<file path="config.mk">
export PLATFORM = sky130hd
export DESIGN_NAME = run_ctrl
export DESIGN_NICKNAME = d
export VERILOG_FILES = /design/src/rtl/run_ctrl_pkg.sv /design/src/rtl/run_ctrl_tick.sv /design/src/rtl/run_ctrl.sv
export SDC_FILE = /design/constraint.sdc
export NUM_CORES = 1
export LEC_CHECK = 0
export BUFFER_PORTS_ARGS = -buffer_cell sky130_fd_sc_hd__buf_2
export CORE_UTILIZATION = 50
export CTS_BUF_LIST = sky130_fd_sc_hd__clkbuf_8
export CTS_CLUSTER_DIAMETER = 150
export DETAILED_ROUTE_END_ITERATION = 10
export GPL_TIMING_DRIVEN = 0
export PLACE_DENSITY = 0.73
export RECOVER_POWER = 100
export SYNTH_ARGS = -nofsm -noshare
export SYNTH_HDL_FRONTEND = slang
export SYNTH_SLANG_ARGS = --single-unit
export TNS_END_PERCENT = 10
</file>
<file path="constraint.sdc">
create_clock -name clk -period 3.5 [get_ports clk]
set_input_delay 0.175 -clock clk [delete_from_list [all_inputs] [get_ports clk]]
set_output_delay 0.175 -clock clk [all_outputs]
set_load 0.01 [all_outputs]
</file>
<file path="src/rtl/run_ctrl_pkg.sv">
// Shared types and constants for the CPU run controller and its tick generator.
package run_ctrl_pkg;

    typedef enum logic [2:0] {
        StIdle  = 3'b000,
        StPre   = 3'b001,
        StRun   = 3'b010,
        StCheck = 3'b011,
        StPass  = 3'b100,
        StFail  = 3'b101
    } state_e;

    localparam int unsigned PRESC_W = 25;

    localparam logic [5:0] SW_K25   = 6'b111110;
    localparam logic [5:0] SW_K21   = 6'b111100;
    localparam logic [5:0] SW_K17   = 6'b111000;
    localparam logic [5:0] SW_K13   = 6'b110000;
    localparam logic [5:0] SW_K9    = 6'b100000;
    localparam logic [5:0] SW_K5    = 6'b000000;
    localparam logic [5:0] SW_PAUSE = 6'b111111;

    // Low k bits of the prescaler; an all-zero mask means no ticks at all.
    function automatic logic [PRESC_W-1:0] sw_tick_mask(input logic [5:0] sw);
        logic [PRESC_W-1:0] m;
        case (sw)
            SW_K25:  m = 25'h1FF_FFFF;
            SW_K21:  m = 25'h01F_FFFF;
            SW_K17:  m = 25'h001_FFFF;
            SW_K13:  m = 25'h000_1FFF;
            SW_K9:   m = 25'h000_01FF;
            SW_K5:   m = 25'h000_001F;
            default: m = '0;
        endcase
        return m;
    endfunction

    function automatic logic [1:0] led_code(input state_e s);
        logic [1:0] c;
        case (s)
            StIdle:  c = 2'b00;
            StPre:   c = 2'b01;
            StRun:   c = 2'b10;
            default: c = 2'b11;
        endcase
        return c;
    endfunction

endpackage

</file>
<file path="src/rtl/run_ctrl_tick.sv">
// CPU clock-enable generator: free-running prescaler with a switch-selected tick period.
module tick_gen
    import run_ctrl_pkg::*;
(
    input  logic       clk,
    input  logic       rst,
    input  logic       en,
    input  logic [5:0] Switch,
    output logic       tick
);
    logic [PRESC_W-1:0] r_presc;
    logic [PRESC_W-1:0] w_mask;
    logic               w_hit;
    logic               r_tick;

    assign w_mask = sw_tick_mask(Switch);
    assign w_hit  = (w_mask != '0) && ((r_presc & w_mask) == w_mask);
    assign tick   = r_tick;

    // Prescaler is deliberately never reset so the tick phase is unaffected by rst.
    always_ff @(posedge clk) begin
        r_presc <= r_presc + PRESC_W'(1);
    end

    always_ff @(posedge clk) begin
        if (rst) begin
            r_tick <= 1'b0;
        end else begin
            r_tick <= en && w_hit;
        end
    end

endmodule

</file>
<file path="src/rtl/run_ctrl.sv">
// Run controller: ticks the CPU, times the run to the end PC, then checks result-array order.
module run_ctrl
    import run_ctrl_pkg::*;
#(
    parameter int unsigned N_WORDS    = 16,
    parameter int unsigned RST_TICKS  = 4,
    parameter logic [31:0] MAX_CYCLES = 32'hFFFF_FFFF,
    parameter bit          SIGNED_CMP = 1'b1
) (
    input  logic        clk,
    input  logic        rst,
    input  logic        key1,
    input  logic [5:0]  Switch,
    input  logic [7:0]  pc_in,
    input  logic [31:0] mem_data,
    output logic        cpu_rst,
    output logic        cpu_tick,
    output logic        mem_sel,
    output logic [31:0] rd_addr,
    output logic [31:0] clk_count_out,
    output logic        done,
    output logic        pass,
    output logic        fail,
    output logic [1:0]  LED_clk
);
    state_e      r_state, w_state_d;
    logic        r_key1_prev;
    logic [31:0] r_pre_cnt, w_pre_cnt_d;
    logic [31:0] r_count, w_count_d;
    logic [31:0] r_chk_idx, w_chk_idx_d;
    logic [31:0] r_prev_word;
    logic [31:0] w_rd_addr_d;
    logic [31:0] w_count_inc;
    logic        w_key_rise, w_tick_en, w_pc_end, w_word_lt;
    logic        r_cpu_rst, r_mem_sel, r_done, r_pass, r_fail;
    logic [31:0] r_rd_addr;
    logic [1:0]  r_led;
    logic        w_unused_pc;

    assign w_key_rise  = key1 & ~r_key1_prev;
    assign w_pc_end    = (pc_in[7:6] == 2'b11);
    assign w_unused_pc = ^pc_in[5:0];
    assign w_count_inc = r_count + 32'd1;
    assign w_tick_en   = (w_state_d == StPre) || (w_state_d == StRun);
    assign w_word_lt   = SIGNED_CMP ? ($signed(mem_data) < $signed(r_prev_word))
                                    : (mem_data < r_prev_word);
    assign w_rd_addr_d = (w_chk_idx_d < 32'(N_WORDS)) ? w_chk_idx_d : 32'(N_WORDS - 1);

    tick_gen u_tick_gen (
        .clk    (clk),
        .rst    (rst),
        .en     (w_tick_en),
        .Switch (Switch),
        .tick   (cpu_tick)
    );

    always_comb begin
        w_state_d   = r_state;
        w_pre_cnt_d = r_pre_cnt;
        w_count_d   = r_count;
        w_chk_idx_d = r_chk_idx;
        if (r_state != StIdle && !key1) begin
            w_state_d = StIdle;
        end else begin
            case (r_state)
                StIdle: begin
                    if (w_key_rise) begin
                        w_state_d   = StPre;
                        w_count_d   = '0;
                        w_pre_cnt_d = '0;
                    end
                end
                StPre: begin
                    if (cpu_tick) begin
                        if (r_pre_cnt == 32'(RST_TICKS - 1)) begin
                            w_state_d = StRun;
                        end else begin
                            w_pre_cnt_d = r_pre_cnt + 32'd1;
                        end
                    end
                end
                StRun: begin
                    // The count never exceeds MAX_CYCLES: reaching it leaves RUN.
                    if (cpu_tick) begin
                        w_count_d = w_count_inc;
                        if (w_pc_end) begin
                            w_state_d   = StCheck;
                            w_chk_idx_d = '0;
                        end else if (w_count_inc == MAX_CYCLES) begin
                            w_state_d = StFail;
                        end
                    end
                end
                StCheck: begin
                    // In cycle idx, mem_data holds word idx-1 and r_prev_word holds word idx-2.
                    w_chk_idx_d = r_chk_idx + 32'd1;
                    if (r_chk_idx >= 32'd2 && w_word_lt) begin
                        w_state_d = StFail;
                    end else if (r_chk_idx == 32'(N_WORDS)) begin
                        w_state_d = StPass;
                    end
                end
                default: ;
            endcase
        end
    end

    always_ff @(posedge clk) begin
        if (rst) begin
            r_state     <= StIdle;
            r_key1_prev <= key1;
            r_pre_cnt   <= '0;
            r_count     <= '0;
            r_chk_idx   <= '0;
            r_prev_word <= '0;
            r_cpu_rst   <= 1'b1;
            r_mem_sel   <= 1'b0;
            r_rd_addr   <= '0;
            r_done      <= 1'b0;
            r_pass      <= 1'b0;
            r_fail      <= 1'b0;
            r_led       <= 2'b00;
        end else begin
            r_state     <= w_state_d;
            r_key1_prev <= key1;
            r_pre_cnt   <= w_pre_cnt_d;
            r_count     <= w_count_d;
            r_chk_idx   <= w_chk_idx_d;
            r_prev_word <= mem_data;
            r_cpu_rst   <= (w_state_d == StIdle) || (w_state_d == StPre);
            r_mem_sel   <= (w_state_d == StCheck);
            r_rd_addr   <= (w_state_d == StCheck) ? w_rd_addr_d : '0;
            r_done      <= (w_state_d == StPass) || (w_state_d == StFail);
            r_pass      <= (w_state_d == StPass);
            r_fail      <= (w_state_d == StFail);
            r_led       <= led_code(w_state_d);
        end
    end

    assign cpu_rst       = r_cpu_rst;
    assign mem_sel       = r_mem_sel;
    assign rd_addr       = r_rd_addr;
    assign clk_count_out = r_count;
    assign done          = r_done;
    assign pass          = r_pass;
    assign fail          = r_fail;
    assign LED_clk       = r_led;

endmodule
</file>
==> run summary <==
Outcome = finished, final reports clean
Hold Crit Depth = 3
Area share of the largest cell type after synthesis = 41.0%
Core Region = 0.0188 mm^2
Cell area after layout = 0.0117 mm^2
Yosys reg bits = 197
CP startpoint kind = flop
Commonest cells in the netlist = dfxtp_1 (197), nand2_1 (101), nor2_1 (100)
Setup CP Type = flop to flop
Share of layout cells above drive strength 1 = 12.6%
Fillers = 1665
R2r endpoint = r_pre_cnt[8]
Clock Path Buffers = 2
Placed inst area = 0.0106 mm^2
Setup Skew = 15.2 ps
Layout area overhead = 21.9%
Number of nets in the layout = 1466
Wirelength per Cell = 15.7 um
Asr flop ratio synth = 0%
Die Wd = 141 um
Post-DP HPWL = 17500 um
Seq/Total Area, Yosys = 41.0%
CTS Buf Count = 17
Hold EP = u_tick_gen.tick
Critical path arrival = 3830 ps
TNS Setup = 0 ps
Endpoints failing setup = 0
Net Sw Frac = 26.8%
Initial drt markers = 761
Hold crit path type = input pin to flop
Layout Utilization = 62.4%
RD Place Congestion = 0.901
Grt ovf = 0
CTS tree = yes
Mapped Cells = 1166
Pwr dens = 353 mW/mm^2
Io pins = 121
Synth area leaders = dfxtp_1 (41%), ha_1 (4.9%), a21oi_1 (4.4%)
Ant. Diodes = 0
Worst Reg2Reg Path Length in Cells = 14
Most used DFF post-synth = dfxtp_1
Hold_sp = Switch[3]
EDFF count, synth = 0
Clock latency on the worst-skew pair = 500 ps
Initial Utilization = 51.2%
Pint = 3.03 mW
Routed vias = 9451
Crit end category = flop
Die area = 0.0198 mm^2
GRT Resource Usage Total = 25.9%
Leak = 4.46 nW
Achievable clock frequency = 0.294 GHz
R2R setup slack = 90 ps
Post-Route WL = 25600 um
Post-route insts no fill = 1626
Initial antenna violation count = 0
Placed insts = 1541
Vias in the first global route = 8529
Hold Vio Cnt, Final = 0
Reg2reg start = clk_count_out[1]
Drc violations = 0
PnR worst setup slack = 94.8 ps
# clock sinks = 197
Slew HR = 52.7%
H-Tree Depth = 4
Combinational fraction of design power = 6.8%
Clock root buffer = clkbuf_8
CTS clk-pin slew, worst paths = 100 ps
Port bufs = 114
Dominant cell type by area after synthesis = dfxtp_1
Site Rows = 50
Cell Area, Synth = 0.00961 mm^2
DR vias/cell = 5.81
Max-slew violations = 0
Maximum VDD drop = 421 uV
TritonRoute pass-1 iters = 5
Final worst-path cycle share = 97.3%
Synth warn = 0
Final min period = 3410 ps
Avg Cell Area, Syn = 8.24 um^2
First-pass GRT wire length = 41300 um
Critical path fanouts, max = 6
Die height = 141 um
Worst EP required = 3930 ps
Max-cap viol count = 0
Worst Tran Pin Value = 710 ps
Register share of total power = 55.2%
Largest net degree at the start of global routing = 21
Sw power = 1.11 mW
Top-count cell post-synth = dfxtp_1
Distinct cell type count after synthesis = 72
DRT antenna net count = 0
Place WS = -558 ps
Clock power share = 38.0%
how the worst max path moves through the flow:
stage,cells after the start,endpoint,start
global route,11,r_pre_cnt[8],clk_count_out[7]
detailed placement,12,rd_addr[2],r_state[1]
floorplan,15,r_pre_cnt[5],clk_count_out[0]
finish,14,r_pre_cnt[8],clk_count_out[1]
global placement,12,rd_addr[2],r_state[1]
CTS,15,r_pre_cnt[5],clk_count_out[0]
state kept, by name, summed over array words and instances (netlist names):
| register | flops |
|---|---|
| done | 1 |
| r_prev_word | 32 |
| cpu_rst | 1 |
| LED_clk | 2 |
| u_tick_gen.tick | 1 |
| r_state | 3 |
| rd_addr | 32 |
| fail | 1 |
| clk_count_out | 32 |
| r_key1_prev | 1 |
| mem_sel | 1 |
| pass | 1 |
| r_chk_idx | 32 |
| r_pre_cnt | 32 |
| u_tick_gen.r_presc | 25 |
layer usage:
metal  global-route usage [%]  vias up  wire length [um]
li1                         -     4611                 -
met2                     40.7      366             11400
met3                     5.54       69              1850
met1                     35.2     4405             11800
met4                     8.70        0               590
met5                        0        -                 0
power by group through the flow:
stage	Combinational, mW	Clock [mW]	Sequential (mW)
finish	0.282	1.57	2.29
global route	0.315	1.69	2.29
CTS	0.281	1.60	2.29
detailed placement	0.241	0	2.34
global placement	0.236	0	2.34
floorplan	0.136	0	2.35
logic make-up (layout without fill, tap and decap cells):
kind of cell	Yosys count	in the layout	share of synthesized area [%]
and+or+nand+nor	524	524	29.0
AOI/OAI and AO/OA	259	259	16.8
DFF	197	197	41.0
buffers and inverters	110	309	4.71
adders and majority gates	38	38	4.95
xor gates and xnor gates	33	33	3.01
muxes	4	4	0.430
other	1	28	0.0390
per-stage QoR:
step                      power, mW  hold WS [ps]
final                          4.14          11.9
after global routing           4.30          5.60
after CTS                      4.17          2.31
after detailed placement       2.58           373
after global placement         2.57           369
after floorplan                2.48           203
layout by cell type (no fill, tap or decap), types with 12 or more instances in the layout:
cell type and count:
nand3_1 43, dfxtp_1 186, conb_1 28, nand2b_1 17, xnor2_1 22, clkbuf_1 98
nor2_1 98, nor3_1 28, inv_1 55, clkbuf_8 18, nand4_1 39, dlygate4sd3_1 34
a31oi_1 19, nor2b_1 52, and3_1 29, nor4_1 23, buf_4 23, buf_2 52
ha_1 38, or3_1 19, o211ai_1 13, o31ai_1 13, and4_1 12, o21ai_0 60
a21oi_1 82, nand2_1 101
final cells by class:
cell class	instances	area, um^2	share of cell area (%)
plain buffers	51	273	2.33
repair buffers	171	1030	8.76
well taps	234	293	2.50
multi-input cells	886	5530	47.2
clock inverters	14	179	1.53
clock buffers	18	248	2.11
flip-flops and latches	197	3960	33.8
inverters	55	206	1.76
critical path: stages (launching register included):
cell,delay (ps)
dfxtp_4,360
ha_1,150
buf_6,100
and4_1,180
buf_6,120
nand3_4,80
or4_4,520
xnor2_2,140
and4bb_2,300
nand3_2,110
a31oi_4,350
nor3_4,120
buf_4,160
or4_1,520
a21oi_2,120
what timing repair did:
item,CTS,global route
pin swaps,8,12
buffers inserted,14,8
resized for setup,28,51
endpoints found under the setup margin,40,37
hold buffers,34,0
gates cloned,1,0
hold endpoints to repair,34,0
Power figures use the tool's default switching activity.
